### src/rtl/ce_period_monitor.sv
// ce_period_monitor
// Measures the number of I_CLK cycles between rising edges of I_PULSE and reports each
// period. Lock is declared after P_LOCK_N consecutive periods within P_TOL of P_EXPECT.
// A timeout pulse fires when no edge arrives within P_TIMEOUT cycles.
module ce_period_monitor #(
  parameter int unsigned         P_WIDTH   = 17,
  parameter logic [P_WIDTH-1:0]  P_EXPECT  = P_WIDTH'(100000),
  parameter logic [P_WIDTH-1:0]  P_TOL     = P_WIDTH'(2),
  parameter int unsigned         P_LOCK_N  = 3,
  parameter logic [P_WIDTH-1:0]  P_TIMEOUT = P_WIDTH'(131071)
) (
  input  logic               I_CLK,
  input  logic               I_RST,
  input  logic               I_PULSE,
  output logic [P_WIDTH-1:0] O_PERIOD,
  output logic               O_VALID,
  output logic               O_LOCK,
  output logic               O_TIMEOUT
);

  // Match counter only needs to reach 7.
  localparam int unsigned LW = 3;
  // Difference is formed one bit wider than the counter so it cannot overflow.
  localparam int unsigned DW = P_WIDTH + 1;

  localparam logic [LW-1:0]      LOCK_N   = LW'(P_LOCK_N);
  localparam logic [P_WIDTH-1:0] CNT_ONE  = P_WIDTH'(1);
  localparam logic [DW-1:0]      EXP_EXT  = {1'b0, P_EXPECT};
  localparam logic [DW-1:0]      TOL_EXT  = {1'b0, P_TOL};

  typedef enum logic [0:0] {
    S_IDLE = 1'b0,
    S_RUN  = 1'b1
  } state_t;

  state_t             r_state;
  state_t             nx_state;

  logic               r_pulse_d;
  logic [P_WIDTH-1:0] r_cnt;
  logic [LW-1:0]      r_match;

  logic [P_WIDTH-1:0] nx_cnt;
  logic [LW-1:0]      nx_match;
  logic [P_WIDTH-1:0] nx_period;
  logic               nx_valid;
  logic               nx_lock;
  logic               nx_timeout;

  logic               pulse_rise;
  logic               cnt_at_to;
  logic [DW-1:0]      cnt_ext;
  logic [DW-1:0]      diff;
  logic               in_tol;
  logic [LW-1:0]      match_inc;

  // Rising-edge detect, timeout compare and tolerance check of the current count.
  always_comb begin
    pulse_rise = I_PULSE & ~r_pulse_d;
    cnt_at_to  = (r_cnt == P_TIMEOUT);
    cnt_ext    = {1'b0, r_cnt};
    if (cnt_ext >= EXP_EXT) begin
      diff = cnt_ext - EXP_EXT;
    end else begin
      diff = EXP_EXT - cnt_ext;
    end
    in_tol = (diff <= TOL_EXT);
    if (r_match >= LOCK_N) begin
      match_inc = LOCK_N;
    end else begin
      match_inc = r_match + LW'(1);
    end
  end

  // State register.
  always_ff @(posedge I_CLK) begin
    if (I_RST) begin
      r_state <= S_IDLE;
    end else begin
      r_state <= nx_state;
    end
  end

  // Next-state logic: an edge starts a measurement, a silent timeout ends it.
  always_comb begin
    nx_state = r_state;
    case (r_state)
      S_IDLE: begin
        if (pulse_rise) begin
          nx_state = S_RUN;
        end
      end
      S_RUN: begin
        if (!pulse_rise && cnt_at_to) begin
          nx_state = S_IDLE;
        end
      end
      default: begin
        nx_state = S_IDLE;
      end
    endcase
  end

  // Output/datapath next values; an edge takes priority over the timeout.
  always_comb begin
    nx_cnt     = r_cnt;
    nx_match   = r_match;
    nx_period  = O_PERIOD;
    nx_valid   = 1'b0;
    nx_lock    = O_LOCK;
    nx_timeout = 1'b0;
    case (r_state)
      S_IDLE: begin
        nx_cnt = '0;
        if (pulse_rise) begin
          nx_cnt = CNT_ONE;
        end
      end
      S_RUN: begin
        if (pulse_rise) begin
          nx_period = r_cnt;
          nx_valid  = 1'b1;
          nx_cnt    = CNT_ONE;
          if (in_tol) begin
            nx_match = match_inc;
            nx_lock  = (match_inc == LOCK_N);
          end else begin
            nx_match = '0;
            nx_lock  = 1'b0;
          end
        end else if (cnt_at_to) begin
          nx_cnt     = '0;
          nx_timeout = 1'b1;
          nx_match   = '0;
          nx_lock    = 1'b0;
        end else begin
          nx_cnt = r_cnt + CNT_ONE;
        end
      end
      default: begin
        nx_cnt = '0;
      end
    endcase
  end

  // Datapath and registered outputs.
  always_ff @(posedge I_CLK) begin
    if (I_RST) begin
      r_pulse_d <= 1'b0;
      r_cnt     <= '0;
      r_match   <= '0;
      O_PERIOD  <= '0;
      O_VALID   <= 1'b0;
      O_LOCK    <= 1'b0;
      O_TIMEOUT <= 1'b0;
    end else begin
      r_pulse_d <= I_PULSE;
      r_cnt     <= nx_cnt;
      r_match   <= nx_match;
      O_PERIOD  <= nx_period;
      O_VALID   <= nx_valid;
      O_LOCK    <= nx_lock;
      O_TIMEOUT <= nx_timeout;
    end
  end

endmodule

### config.mk
export PLATFORM = sky130hd
export DESIGN_NAME = ce_period_monitor
export DESIGN_NICKNAME = d
export VERILOG_FILES = /design/src/rtl/ce_period_monitor.sv
export SDC_FILE = /design/constraint.sdc
export NUM_CORES = 1
export LEC_CHECK = 0
export CAP_MARGIN = 25
export CORE_MARGIN = 1.5
export CORE_UTILIZATION = 45
export CTS_BUF_LIST = sky130_fd_sc_hd__clkbuf_4 sky130_fd_sc_hd__clkbuf_8
export DETAILED_ROUTE_END_ITERATION = 12
export GPL_TIMING_DRIVEN = 1
export MAX_ROUTING_LAYER = met4
export PLACE_DENSITY = 0.66
export SLEW_MARGIN = 10
export SYNTH_ARGS = -nofsm -noshare
export SYNTH_HDL_FRONTEND = slang
export SYNTH_SLANG_ARGS = --single-unit
### constraint.sdc
create_clock -name I_CLK -period 2.8 [get_ports I_CLK]
set_input_delay 0.56 -clock I_CLK [delete_from_list [all_inputs] [get_ports I_CLK]]
set_output_delay 0.56 -clock I_CLK [all_outputs]
set_load 0.02 [all_outputs]
# Word level (Yosys, flattened, before mapping)
# Cells that the tools add are included.
[word_totals] reg_bits=42 word_cells=43
[classes] mux=16 eq_ne=2 bitwise=3 magnitude_cmp=3 addsub=4 n_reduce_logical=7
[op_table] operator="$mux W17" n=2
[op_table] operator="$pmux W17 S2" n=1
[op_table] operator="$le A18 B2 Y1 const B" n=1
[op_table] operator="$mux W18" n=1
[op_table] operator="$sub A17 B17 Y18 const A" n=1
[op_table] operator="$sub A17 B17 Y18 const B" n=1
[op_table] operator="$add A17 B1 Y17 const B" n=1
[op_table] operator="$eq A17 B17 Y1 const B" n=1
[op_table] operator="$ge A17 B17 Y1 const B" n=1
[op_table] operator="$mux W3" n=4
[op_table] operator="$mux W1" n=7
[op_table] operator="$reduce_and A2 Y1" n=2
[op_table] operator="$add A3 B1 Y3 const B" n=1
[op_table] operator="$eq A3 B2 Y1 const B" n=1
[op_table] operator="$ge A3 B2 Y1 const B" n=1
[op_table] operator="$reduce_or A3 Y1" n=1
[op_table] operator="$not A1 Y1" n=2
[op_table] operator="$pmux W1 S2" n=1
[op_table] operator="$reduce_bool A2 Y1" n=1
[op_table] operator="$reduce_or A2 Y1" n=1
[op_table] operator="$and A1 B1 Y1" n=1
[op_table] operator="$logic_and A1 B1 Y1" n=1
[op_table] operator="$logic_not A1 Y1" n=1

# Longest topological paths before layout
# Gate-level depths: netlist (run 1).
[logic_depth] word_depth=6 mapped_depth=11

# Worst setup path after synthesis (run 1)
# OpenSTA, ideal clock, no wires.
[synth_timing] path_type="register -> register" from="register r_cnt[6]" to="register r_match[2]" n_path_buf=0 setup_slack_ns=0.602 setup_ns=0.069 period_less_slack_ns=2.198 arrival_ns=2.129 stages_incl_launch_ff=10 path_cell_list="dfxtp_1 clkinv_1 ha_1 or4b_1 a31oi_1 mux2_2 o211ai_1 o31ai_4 nand3b_1 o21ai_1"
[synth_via] elab_chain_len=5 elab_cells_between_ends=10 cone_classes="add/sub: 2; order compare: 2; eq/ne: 1; mux: 3; reduce/logical: 2"
[synth_rtl] element="start, declared" line_no="40" rtl="logic [P_WIDTH-1:0] r_cnt;"
[synth_rtl] element="start signal, assigned" line_no="158" rtl="r_cnt <= nx_cnt;"
[synth_rtl] element="$sub A17 B17 Y18 (tied with other cells)" line_no="65" rtl="diff = EXP_EXT - cnt_ext;"
[synth_rtl] element="$mux W18" line_no="62" rtl="if (cnt_ext >= EXP_EXT) begin"
[synth_rtl] element="$le A18 B2 Y1" line_no="67" rtl="in_tol = (diff <= TOL_EXT);"
[synth_rtl] element="$mux W3" line_no="124" rtl="if (in_tol) begin"
[synth_rtl] element="$mux W3" line_no="120" rtl="if (pulse_rise) begin"
[synth_rtl] element="end signal, assigned" line_no="159" rtl="r_match <= nx_match;"
[synth_rtl] element="end, declared" line_no="41" rtl="logic [LW-1:0] r_match;"
# Several ways; a longest one is shown, not always the timed one.
# A chain may end at the register's enable or synchronous reset.

# Final worst setup path (run 1)
[layout_timing] from="register r_cnt[3]" to="register r_cnt[5]"
[layout_via] elab_chain_len=4 elab_cells_between_ends=5 cone_classes="add/sub: 1; eq/ne: 1; mux: 3"
[layout_rtl] element="$eq A17 B17 Y1" line_no="60" rtl="cnt_at_to = (r_cnt == P_TIMEOUT);"
[layout_rtl] element="named net cnt_at_to" line_no="51" rtl="logic cnt_at_to;"
[layout_rtl] element="$mux W17" line_no="131" rtl="end else if (cnt_at_to) begin"
[layout_rtl] element="$mux W17" line_no="120"
[layout_rtl] element="$pmux W17 S2" line_no="112" rtl="case (r_state)"
# The timed path passes the listed nets, and every way through them passes these cells.

==> results of run 1 <==
## path summary, 6_finish.rpt
path | start | endpoint
setup / recovery | r_cnt[3]$_SDFF_PP0_ | r_cnt[5]$_SDFF_PP0_
hold / removal | O_LOCK$_SDFFE_PP0P_ | O_LOCK$_SDFFE_PP0P_
setup reg to reg | r_cnt[3]$_SDFF_PP0_ | r_cnt[5]$_SDFF_PP0_
hold reg to reg | O_LOCK$_SDFFE_PP0P_ | O_LOCK$_SDFFE_PP0P_
## kinds of logic (layout without fill, tap and decap cells)
| family | after synthesis | after routing | synth area share |
|---|---|---|---|
| fa+ha+maj | 10 | 10 | 0.0525 |
| flops | 42 | 42 | 0.353 |
| buf+inv | 27 | 51 | 0.0535 |
| xor+xnor | 17 | 17 | 0.0624 |
| simple gates | 133 | 133 | 0.293 |
| compound gates | 65 | 65 | 0.177 |
| mux | 2 | 2 | 0.00944 |
## Yosys cell counts (all sizes together), types with 7 or more instances
cell   count
nand2     53
dfxtp     42
xor2       9
ha        10
a21oi     23
buf       11
nor3      10
nor2      24
inv        9
xnor2      8
o21ai     13
nor2b      7
## layer usage
| layer | part of all wire | global-route usage |
|---|---|---|
| met3 | 0.034 | 0.0437 |
| met1 | 0.49 | 0.277 |
| met2 | 0.46 | 0.324 |
| met5 | 0 | - |
| met4 | 0.011 | 0.0714 |
## critical path: stages (launching register included)
cell and delay [ns]:
dfxtp_1 0.56, and3_4 0.28, nand4_1 0.13, nor3_1 0.33, and2_1 0.18, ha_1 0.17
nor2_1 0.08, nand2_1 0.37, nor2_1 0.10
## power by group through the flow
stage	Clock (uW)	Combinational (uW)	Sequential, uW
2_1_floorplan	0	30.6	619
3_3_place_gp	0	47.6	619
3_5_place_dp	0	46.7	620
4_1_cts	399	46.8	605
5_1_grt	425	52.0	607
6_report	387	46.5	605
## final cells by class
class | count | area (um2)
Clock buffer | 6 | 76.3
Timing Repair Buffer | 33 | 303
Fill cell | 508 | 2330
Multi-Input combinational cell | 227 | 1420
Sequential cell | 42 | 841
Tap cell | 70 | 87.6
Inverter | 10 | 37.5
Clock inverter | 2 | 13.8
## layout by cell type (no fill, tap or decap), types with 3 or more instances in the layout
master           instances
xnor2_1                  8
o21ai_1                  4
nor3_1                   9
clkdlybuf4s50_1         22
or3_1                    3
o21ai_0                  9
o211ai_1                 6
nand3b_1                 3
a21oi_1                 23
dfxtp_1                 42
xor2_1                   9
inv_1                    9
and3_1                   3
nor2b_1                  7
buf_4                   11
nor2_1                  24
clkbuf_8                 5
ha_1                    10
a31oi_1                  5
nand2b_1                 4
nand3_1                  5
nand4_1                  5
nand2_1                 52
## sequential cells by signal, indices dropped and copies added (netlist names)
name,flops
O_LOCK,1
O_VALID,1
r_cnt,17
O_TIMEOUT,1
r_state,1
r_pulse_d,1
O_PERIOD,17
r_match,3
## per-stage QoR
step / total power [uW] / worst slack, ns / cells
after floorplan: 650 / 0.602 / 296
final: 1040 / 0.462 / 390
after global routing: 1080 / 0.157 / 390
after global placement: 667 / 0.425 / 382
after detailed placement: 666 / 0.453 / 382
after CTS: 1050 / 0.418 / 390
==> flow_summary_export.csv, run 1 <==
group,metric,value,unit
route,initialDrtViolationCount,167,
clock_network,cts-hold-fix-buffers,0,
timing,worst_hold_slack,0.448,ns
timing,tightest_slew,0.562,ns
synth,synth_nets,309,
timing,slew_headroom,0.625,
floorplan,io_pins,23,
floorplan,die_width,75.8,um
global_route,grt_max_degree,18,
clock_network,cts.sinks,42,
placed_design,postPlaceCellArea,2690,um2
worst_setup_path,r2r_slack,0.46,ns
global_route,grt_pass1_vias,1898,
pwr,comb_power_share,0.045,
clock_network,cts-resized-gates,0,
pwr,netSwitchingFraction,0.227,
synth,synth.area.top_cells,"dfxtp_1, nand2_1, ha_1",
placed_design,gp_congestion,0.896,
run_status,status,"completed",
pwr,peakVddDrop,0.387,mV
layout,syn_to_final_growth,16.4,%
synth,synth-warning-count,0,
worst_setup_path,cp_max_fo,14,
timing,period_minus_slack,2.34,ns
layout,fin_nets,332,
timing,final.setup.tns,0,ns
pwr,intPower,803,uW
synth,ys_async_sr_fraction,0,
route,drc,0,
timing,setup_viol,0,
worst_setup_path,critPathCaptureType,"register",
floorplan,die-area,5740,um2
placed_design,dp_hpwl,4.11,mm
timing,finalHoldViolations,0,
pwr,p_clk_frac,0.373,
synth,seq_area_frac_synth,0.353,
clock_network,cts_tree,"yes",
worst_setup_path,rr_worst_depth,8,
floorplan,fp.dieH,75.8,um
clock_network,clk_latency,0.29,ns
route,antenna_left,0,
timing,min_period_over_period,0.835,
synth,yosysTopAreaCell,"dfxtp_1",
layout,diodes,0,
floorplan,core_area,5110,um2
synth,ys_seq_elements,42,
synth,synth_edf_count,0,
pwr,p_switching,236,uW
floorplan,rows,26,
placed_design,place.port_buffers,22,
synth,synthDistinctLibCells,54,
route,drt-pass1-iter-count,4,
worst_setup_path,criticalPathCategory,"reg2reg",
layout,drive_gt1_frac,0.103,
clock_network,cts_setup_buffers,0,
clock_network,h-tree-depth,2,
clock_network,cts_buffers,5,
floorplan,start_util,0.467,
synth,yosys_most_used_dff,"dfxtp_1",
synth,synth.top_cell.area_share,0.353,
global_route,grt_pass1_wl,8.97,mm
route,drt-wirelength-per-cell,13.8,um
pwr,total_leakage_power,0.000940,uW
clock_network,cts_max_path_buffers,2,
clock_network,cts.reportedPaths.clkPinSlew,0.08,ns
pwr,p_per_area,375,nW/um2
route,drt-total-wl,5.37,mm
global_route,antenna_found_initial,0,
synth,syn-cell-area,2380,um2
synth,syn_inst,296,
route,vias,2109,
worst_hold_path,hold_path_class,"reg2reg",
worst_setup_path,arrival,2.49,ns
timing,fmax,428,MHz
worst_setup_path,start_kind,"register",
run,max-cap-violations,0,
worst_hold_path,min_delay_path_depth,2,
layout,utilization,0.543,
global_route,grt-ovfl-total,0,
timing,finalMaxSlewViolations,0,
global_route,grt_usage,0.211,
synth,avgSynthCellArea,8.06,um2
clock_network,ctsRootBufferMaster,"clkbuf_8",
layout,fin_area,2780,um2
timing,clock_skew,0.00750,ns
worst_setup_path,cp.required,2.96,ns
route,via_per_inst,5.41,
pwr,power_frac_seq,0.583,
timing,rsz0062_at_grt,"false",
Note: power is estimated with default switching activity, not from simulation.
==> run 2: changes to the inputs <==
- PLACE_DENSITY: 0.66 -> 0.69
- clock period: 2.8 -> 1.9 ns (I/O delays scaled with it)
==> run 2 against run 1 <==
Compared with the run above: the run now ends with negative setup slack left; combinational power up 110%; routed wire length up 14%; maximum frequency up 14%; sequential share of layout area down 4.2 points; register-to-register slack worse by 0.62 ns; via count up 11%; critical path depth up 2; clock skew down 0.0036 ns.
==> flow_summary_export.csv, run 2 (synthesized netlist as in run 1, its figures left out) <==
group,metric,value,unit
run_status,status,"finished with violations",
run_status,failed_checks,"negative setup slack",
layout,top_regs,"O_PERIOD (17), r_cnt (17), r_match (3)",
clock_network,cts.sinks,42,
global_route,grt_pass1_wl,9.70,mm
placed_design,dp_hpwl,4.64,mm
worst_setup_path,arrival,2.28,ns
run,max-cap-violations,0,
floorplan,rows,26,
clock_network,cts-hold-fix-buffers,0,
route,initialDrtViolationCount,164,
floorplan,start_util,0.467,
worst_setup_path,start_kind,"register",
pwr,peakVddDrop,0.479,mV
layout,final_common_cell,"buf_4",
global_route,met1_usage,0.298,
floorplan,die_width,75.8,um
route,drc,0,
global_route,antenna_found_initial,0,
timing,period_minus_slack,2.06,ns
floorplan,fp.dieH,75.8,um
placed_design,pre_cts_ws,-0.226,ns
route,antenna_left,0,
global_route,grt_max_degree,22,
clock_network,cts.reportedPaths.clkPinSlew,0.09,ns
worst_setup_path,path_cells,"clkinv_4 -> buf_4 -> ha_1 -> a311oi_2 -> buf_4 -> nor3_1 -> xnor2_1 -> o31ai_4 -> nand3b_1 -> o21ai_1",
layout,drive_gt1_frac,0.282,
timing,slew_headroom,0.675,
clock_network,cts_tree,"yes",
placed_design,gp_congestion,0.882,
worst_setup_path,cp_max_fo,4,
layout,fill_cells,470,
timing,setup_slack,-0.157,ns
global_route,grt-ovfl-total,0,
worst_setup_path,cpMostUsedCell,"buf_4",
worst_setup_path,path_buf_inv,3,
worst_hold_path,hold_path_class,"reg2reg",
timing,tightest_slew,0.483,ns
global_route,grt_pass1_vias,2038,
placed_design,place.port_buffers,22,
route,vias,2331,
global_route,grt_usage,0.231,
timing,rsz0062_at_grt,"true",
layout,regArea,856,um2
clock_network,cts_max_path_buffers,2,
timing,min_period_over_period,1.08,
worst_setup_path,critical-path-top-delay-family,"compound AO/OA/AOI/OAI gates",
worst_setup_path,slowest_delay,0.36,ns
clock_network,clk_latency,0.30,ns
global_route,grtUsageMet3,0.0450,
timing,finalHoldViolations,0,
timing,setup_viol,4,
route,via_per_inst,5.27,
floorplan,die-area,5740,um2
floorplan,io_pins,23,
route,drt-wirelength-per-cell,13.9,um
global_route,grt_use_met2,0.357,
timing,finalMaxSlewViolations,0,
layout,multi_input_area,1470,um2
layout,syn_to_final_growth,37.3,%
clock_network,cts_buffers,5,
pwr,p_per_area,498,nW/um2
worst_setup_path,critPathCaptureType,"register",
clock_network,ctsRootBufferMaster,"clkbuf_8",
route,drt-total-wl,6.12,mm
layout,diodes,0,
worst_setup_path,cp_slowest_cell,"dfxtp_2",
layout,final_cell_mix,"buf_4, nand2_1, dfxtp_1",
clock_network,h-tree-depth,2,
timing,final.setup.tns,-0.507,ns
worst_setup_path,cp.required,2.13,ns
layout,utilization,0.641,
route,drt-pass1-iter-count,4,
layout,fin_nets,384,
timing,fmax,486,MHz
pwr,power,1630,uW
pwr,total_leakage_power,0.00123,uW
global_route,busiest_layer,"met2",
worst_setup_path,criticalPathCategory,"reg2reg",
timing,clock_skew,0.00390,ns
floorplan,core_area,5110,um2
==> run 2: power by group <==
part	total (uW)	internal, uW	switching, uW
clock network	644	315	329
registers	889	883	6.42
logic	98.4	46.2	52.3
==> run 2: per-layer routing <==
metal	vias up	wire length (um)
met5	-	0
met4	0	146
met3	16	267
met2	55	2920
met1	1074	2790
li1	1186	-
==> run 2: worst paths after layout <==
kind | from | slack (ns) | depth (start not counted) | endpoint
setup / recovery | r_cnt[6]$_SDFF_PP0_ | -0.16 | 10 | r_match[2]$_SDFFE_PP0P_
hold / removal | O_PERIOD[14]$_SDFFE_PP0P_ | 0.46 | 2 | O_PERIOD[14]$_SDFFE_PP0P_
setup reg to reg | r_cnt[6]$_SDFF_PP0_ | -0.16 | 10 | r_match[2]$_SDFFE_PP0P_
hold reg to reg | O_PERIOD[14]$_SDFFE_PP0P_ | 0.46 | 2 | O_PERIOD[14]$_SDFFE_PP0P_
==> run 2: repair_timing <==
item                                    in CTS  in global routing
resized for setup                            8                 10
pin swaps                                    7                  7
endpoints found under the hold margin        0                  0
buffers inserted                             0                  2
gates cloned                                 0                  0
endpoints found under the setup margin      19                 19
==> run 2: worst min-delay path: cells and delay by family (launching register included) <==
family / cells / cell delay (ns)
simple gates: 1 / 0.05
compound gates: 1 / 0.05
flops: 1 / 0.31
==> run 2: metrics by stage <==
step | hold slack (ns) | area, um2 | cells
floorplan | 0.442 | 2430 | 296
global placement | 0.445 | 3110 | 432
detailed placement | 0.450 | 3110 | 432
CTS | 0.462 | 3220 | 440
global route | 0.482 | 3270 | 442
finish | 0.459 | 3270 | 442
==> run 2: cell type report <==
cell class	count	share of cell area
clock inverter	1	0.00268
inverter	10	0.0145
sequential	42	0.261
tap	70	0.0268
multi-input combinational	227	0.450
timing repair buffer	85	0.217
clock buffer	7	0.0275
==> run 3: changes to the inputs <==
- GPL_TIMING_DRIVEN: 1 -> not set
==> results of run 3 <==
Final layout, timing and power as in run 2 (identical DEF).
